===== config.mk =====
export PLATFORM = sky130hd
export DESIGN_NAME = periph_hub
export DESIGN_NICKNAME = d
export VERILOG_FILES = /design/src/rtl/periph_hub.sv
export SDC_FILE = /design/constraint.sdc
export NUM_CORES = 1
export LEC_CHECK = 0
export CAP_MARGIN = 20
export CORE_MARGIN = 3
export CORE_UTILIZATION = 46
export CTS_BUF_LIST = sky130_fd_sc_hd__clkbuf_4
export CTS_CLUSTER_SIZE = 24
export DETAILED_ROUTE_END_ITERATION = 12
export GPL_ROUTABILITY_DRIVEN = 0
export GPL_TIMING_DRIVEN = 0
export PLACE_DENSITY = 0.78
export SKIP_CTS_REPAIR_TIMING = 1
export SYNTH_ARGS = -nofsm -noshare
export SYNTH_HDL_FRONTEND = slang
export SYNTH_SLANG_ARGS = --single-unit

===== constraint.sdc =====
create_clock -name clk -period 2.3 [get_ports clk]
set_input_delay 0.345 -clock clk [delete_from_list [all_inputs] [get_ports clk]]
set_output_delay 0.345 -clock clk [all_outputs]
set_load 0.005 [all_outputs]

===== src/rtl/periph_hub.sv =====
// Keypad/display peripheral hub: register-mapped keypad FIFO, control/status
// and display registers behind a simple read/write strobe bus.
module periph_hub #(
  parameter int unsigned DATA_W     = 32,
  parameter int unsigned ADDR_W     = 4,
  parameter int unsigned KEY_W      = 4,
  parameter int unsigned FIFO_DEPTH = 8,
  parameter int unsigned NUM_DISP   = 2
) (
  input  logic                       clk,
  input  logic                       reset,
  input  logic [ADDR_W-1:0]          address,
  input  logic [DATA_W-1:0]          din,
  input  logic                       writeEnable,
  input  logic                       readEnable,
  output logic [DATA_W-1:0]          dout,
  input  logic [KEY_W-1:0]           key_code,
  input  logic                       key_valid,
  output logic [NUM_DISP*DATA_W-1:0] disp_out,
  output logic                       irq
);

  localparam int unsigned PTR_W = $clog2(FIFO_DEPTH);
  localparam int unsigned CNT_W = PTR_W + 1;

  logic [KEY_W-1:0]  mem [FIFO_DEPTH];
  logic [PTR_W-1:0]  rd_ptr, wr_ptr;
  logic [CNT_W-1:0]  count, count_nxt;
  logic              ovf, ovf_nxt;
  logic              irq_en, irq_en_nxt;
  logic [DATA_W-1:0] disp_q [NUM_DISP];
  logic [DATA_W-1:0] rd_data;
  logic              empty, full;
  logic              rd_key, wr_ctrl, flush, ovf_clr;
  logic              pop, push, ovf_event;

  // Access decode and FIFO next-state; flush overrides any push/pop that cycle
  always_comb begin
    empty     = (count == CNT_W'(0));
    full      = (count == CNT_W'(FIFO_DEPTH));
    rd_key    = readEnable && (address == ADDR_W'(0));
    wr_ctrl   = writeEnable && (address == ADDR_W'(2));
    flush     = wr_ctrl && din[2];
    ovf_clr   = wr_ctrl && din[1];
    pop       = rd_key && !empty && !flush;
    push      = key_valid && (!full || pop) && !flush;
    ovf_event = key_valid && full && !pop && !flush;

    count_nxt = count;
    if (flush)
      count_nxt = CNT_W'(0);
    else if (push && !pop)
      count_nxt = count + CNT_W'(1);
    else if (pop && !push)
      count_nxt = count - CNT_W'(1);

    ovf_nxt = ovf;
    if (ovf_event)
      ovf_nxt = 1'b1;
    else if (ovf_clr)
      ovf_nxt = 1'b0;

    irq_en_nxt = wr_ctrl ? din[0] : irq_en;
  end

  // Read mux over pre-edge state
  always_comb begin
    rd_data = '0;
    if (address == ADDR_W'(0)) begin
      if (!empty)
        rd_data = DATA_W'(mem[rd_ptr]);
    end else if (address == ADDR_W'(1)) begin
      rd_data[0]         = empty;
      rd_data[1]         = full;
      rd_data[2]         = ovf;
      rd_data[3 +: CNT_W] = count;
    end else if (address == ADDR_W'(2)) begin
      rd_data[0] = irq_en;
    end
    for (int k = 0; k < int'(NUM_DISP); k++) begin
      if (address == ADDR_W'(4 + k))
        rd_data = disp_q[k];
    end
  end

  always_ff @(posedge clk or negedge reset) begin
    if (!reset) begin
      rd_ptr <= '0;
      wr_ptr <= '0;
      count  <= '0;
      ovf    <= 1'b0;
      irq_en <= 1'b0;
      irq    <= 1'b0;
      dout   <= '0;
      for (int k = 0; k < int'(NUM_DISP); k++)
        disp_q[k] <= '0;
    end else begin
      if (flush) begin
        rd_ptr <= '0;
        wr_ptr <= '0;
      end else begin
        if (pop)
          rd_ptr <= rd_ptr + PTR_W'(1);
        if (push)
          wr_ptr <= wr_ptr + PTR_W'(1);
      end
      count  <= count_nxt;
      ovf    <= ovf_nxt;
      irq_en <= irq_en_nxt;
      irq    <= irq_en_nxt && (count_nxt != CNT_W'(0));
      dout   <= readEnable ? rd_data : '0;
      for (int k = 0; k < int'(NUM_DISP); k++) begin
        if (writeEnable && (address == ADDR_W'(4 + k)))
          disp_q[k] <= din;
      end
    end
  end

  // Storage array is not reset; occupancy is tracked by count alone
  always_ff @(posedge clk) begin
    if (push)
      mem[wr_ptr] <= key_code;
  end

  for (genvar k = 0; k < int'(NUM_DISP); k++) begin : g_disp
    assign disp_out[k*DATA_W +: DATA_W] = disp_q[k];
  end

endmodule


==> results.json, run 1 <==
{
  "viasPerCell": 5.41,
  "layout_commonest_cell": "clkdlybuf4s50_1",
  "wirelength_um": 14100,
  "timing.final.crit_share_pct": 100,
  "grt_start_max_net_pins": 76,
  "die-width_um": 119,
  "violations": "negative setup slack",
  "rows": 40,
  "grt.overflow.total": 0,
  "cts.sinks": 141,
  "num_vias": 4155,
  "h-tree-depth": 4,
  "crit_type": "in -> reg",
  "path_max_fanout": 7,
  "drtPass1Iterations": 5,
  "critical_path_arrival_ns": 2.51,
  "drtIter0Drc": 303,
  "start_kind": "input port",
  "fin_crit_ns": 2.30,
  "start_util_pct": 48.0,
  "worstHoldPathType": "in -> async",
  "synth_warnings": 0,
  "clockRootBuffer": "clkbuf_4",
  "worst_pin_slew_ns": 0.693,
  "cap_violations": 0,
  "cp.required_ns": 2.51,
  "grt_pass1_wl_um": 22300,
  "netlist_instances": 427,
  "post-route-drc-count": 0,
  "drv_slew": 0,
  "grt_use_total_pct": 20.2,
  "syn-num-nets": 477,
  "syn_area_per_cell_um2": 13.8,
  "fin_nets": 638,
  "pin_count": 142,
  "timing.final.hold_violations": 0,
  "syn-cell-area_um2": 5890,
  "ys_seq_area_share_pct": 62.6,
  "fmax_ghz": 0.434,
  "worstSetupEndpointType": "flop",
  "synth_cell_type_count": 51,
  "area_delta_synth_final_pct": 33.2,
  "outcome": "complete, but fails checks",
  "peakVddDrop_mv": 0.662,
  "clk_latency_ns": 0.53,
  "antenna_found_initial": 1,
  "core_um2": 12300,
  "numPortBuffers": 141,
  "slew_headroom_pct": 53.7,
  "postRouteAntennaNets": 0,
  "cts_buffer_depth": 2,
  "routedWlPerCell_um": 18.4,
  "final_core_util_pct": 64.0,
  "synth_edf_count": 32,
  "hpwlAfterDp_um": 10500,
  "fin_ws_ns": -0.00268,
  "power.density_nw_per_um2": 856,
  "async_flop_share_pct": 77.3,
  "finalSetupTns_ns": -0.00786,
  "design.die.area_um2": 14200,
  "drive_gt1_share_pct": 17.5,
  "ys_ff_latch": 141,
  "synth_flop_cell": "dfrtp_1",
  "setup-violations-final": 3,
  "clk_pin_slew_ns": 0.11,
  "leakage_nw": 3.12,
  "fp.dieH_um": 119,
  "cts_tree": "done",
  "cts_made_buffers": 17,
  "skew_ns": 0.0167,
  "final_cell_mix": "clkdlybuf4s50_1 (140), dfrtp_1 (108), mux2_2 (43)",
  "grt_pass1_vias": 4213
}
## where the power goes
| part | total [W] | internal [W] | switching (W) |
|---|---|---|---|
| logic | 0.00201 | 0.00114 | 0.000863 |
| registers | 0.00337 | 0.00302 | 0.000355 |
| clock network | 0.00134 | 0.000544 | 0.000794 |
## sequential cells by signal (all words and copies together) (netlist names)
name,cells
count,4
wr_ptr,3
rd_ptr,3
dout,32
mem,32
ovf,1
irq,1
disp_out,64
irq_en,1
## cell type report
class,count,area (µm²)
Inverter,6,22.5
Multi-Input combinational cell,257,2160
Antenna cell,1,2.50
Fill cell,975,4420
Sequential cell,141,3690
Timing Repair Buffer,143,1450
Clock inverter,10,78.8
Buffer,22,86.3
Clock buffer,20,150
Tap cell,168,210
## kinds of logic after synthesis
group	Yosys count	share of synthesized area, %
AO/OA/AOI/OAI	63	7.92
buffers and inverters	29	1.89
multiplexers	76	16.0
XOR/XNOR	5	0.743
flip-flops	141	62.6
AND/OR/NAND/NOR	108	9.79
adder cells (fa/ha/maj)	5	1.06
## metal layers
layer | up-vias | routed length, µm | global-route usage [%]
li1 | 1897 | - | -
met1 | 2093 | 5780 | 24.9
met2 | 145 | 7290 | 33.9
met3 | 20 | 801 | 5.84
met4 | 0 | 240 | 7.24
met5 | - | 0 | 0
## stage by stage
| step | hold WS (ns) | setup WS (ns) | cell area [µm²] | power [W] | cells |
|---|---|---|---|---|---|
| after global placement | 0.469 | -3.04 | 7510 | 0.00526 | 736 |
| after global routing | 0.285 | -0.00954 | 7850 | 0.00710 | 768 |
| after floorplan | 0.0494 | 0.00802 | 5890 | 0.00431 | 427 |
| after CTS | -0.289 | -0.397 | 7770 | 0.00671 | 767 |
| after detailed placement | 0.328 | -0.908 | 7540 | 0.00536 | 737 |
| final | 0.317 | -0.00268 | 7850 | 0.00672 | 768 |
## synthesized netlist by cell type, types with 2 or more instances
cell        n  area share, %
a21oi_1     8           0.68
and3b_1     3           0.45
nor3_1      8           0.68
nand3_1     8           0.68
nor2_1     24            1.5
o211ai_1    2           0.25
nor3b_1     3           0.38
inv_1       6           0.38
or3_1       3           0.32
nand2_1    18            1.1
ha_1        5            1.1
mux2i_1     4           0.68
xor2_1      4           0.59
or2_2       2           0.21
nor2b_1    26            2.8
mux4_2      8            3.1
buf_2       2           0.17
o221a_2     3           0.57
a22oi_1    26            3.3
o21ai_0    10           0.85
mux2_2     43            8.2
clkbuf_1   13           0.83
nand2b_1    3           0.32
mux2_1     21            4.0
edfxtp_1   32             16
dfrtp_1   109             46
buf_1       8           0.51
nand4_1     2           0.21
## critical path: stages
cell	delay, ns
clkdlybuf4s50_1	0.54
or3b_1	0.41
buf_2	0.18
o21ai_4	0.21
nand2_1	0.14
or3_4	0.42
nor3_4	0.28
## path summary, 6_finish.rpt
path                                    start                       end  slack, ns  cells after the start
setup / recovery                   address[3]       mem[0][0]$_DFFE_PP_     -0.003                      7
hold / removal                          reset  disp_out[51]$_DFFE_PN0P_       0.32                      2
setup reg to reg           count[0]$_DFF_PN0_       mem[0][0]$_DFFE_PP_       0.08                      7
hold reg to reg               ovf$_DFFE_PN0P_           ovf$_DFFE_PN0P_       0.52                      2
max in group asynchronous               reset        dout[26]$_DFF_PN0_       1.25                      3
min in group clk                      din[31]  disp_out[63]$_DFFE_PN0P_       0.44                      2
Power figures use the tool's default switching activity.
==> run 2, diff against run 1 <==
CAP_MARGIN = default   (was 20)
==> results of run 2 <==
No change in the layout: final DEF, timing and power equal those of run 1.
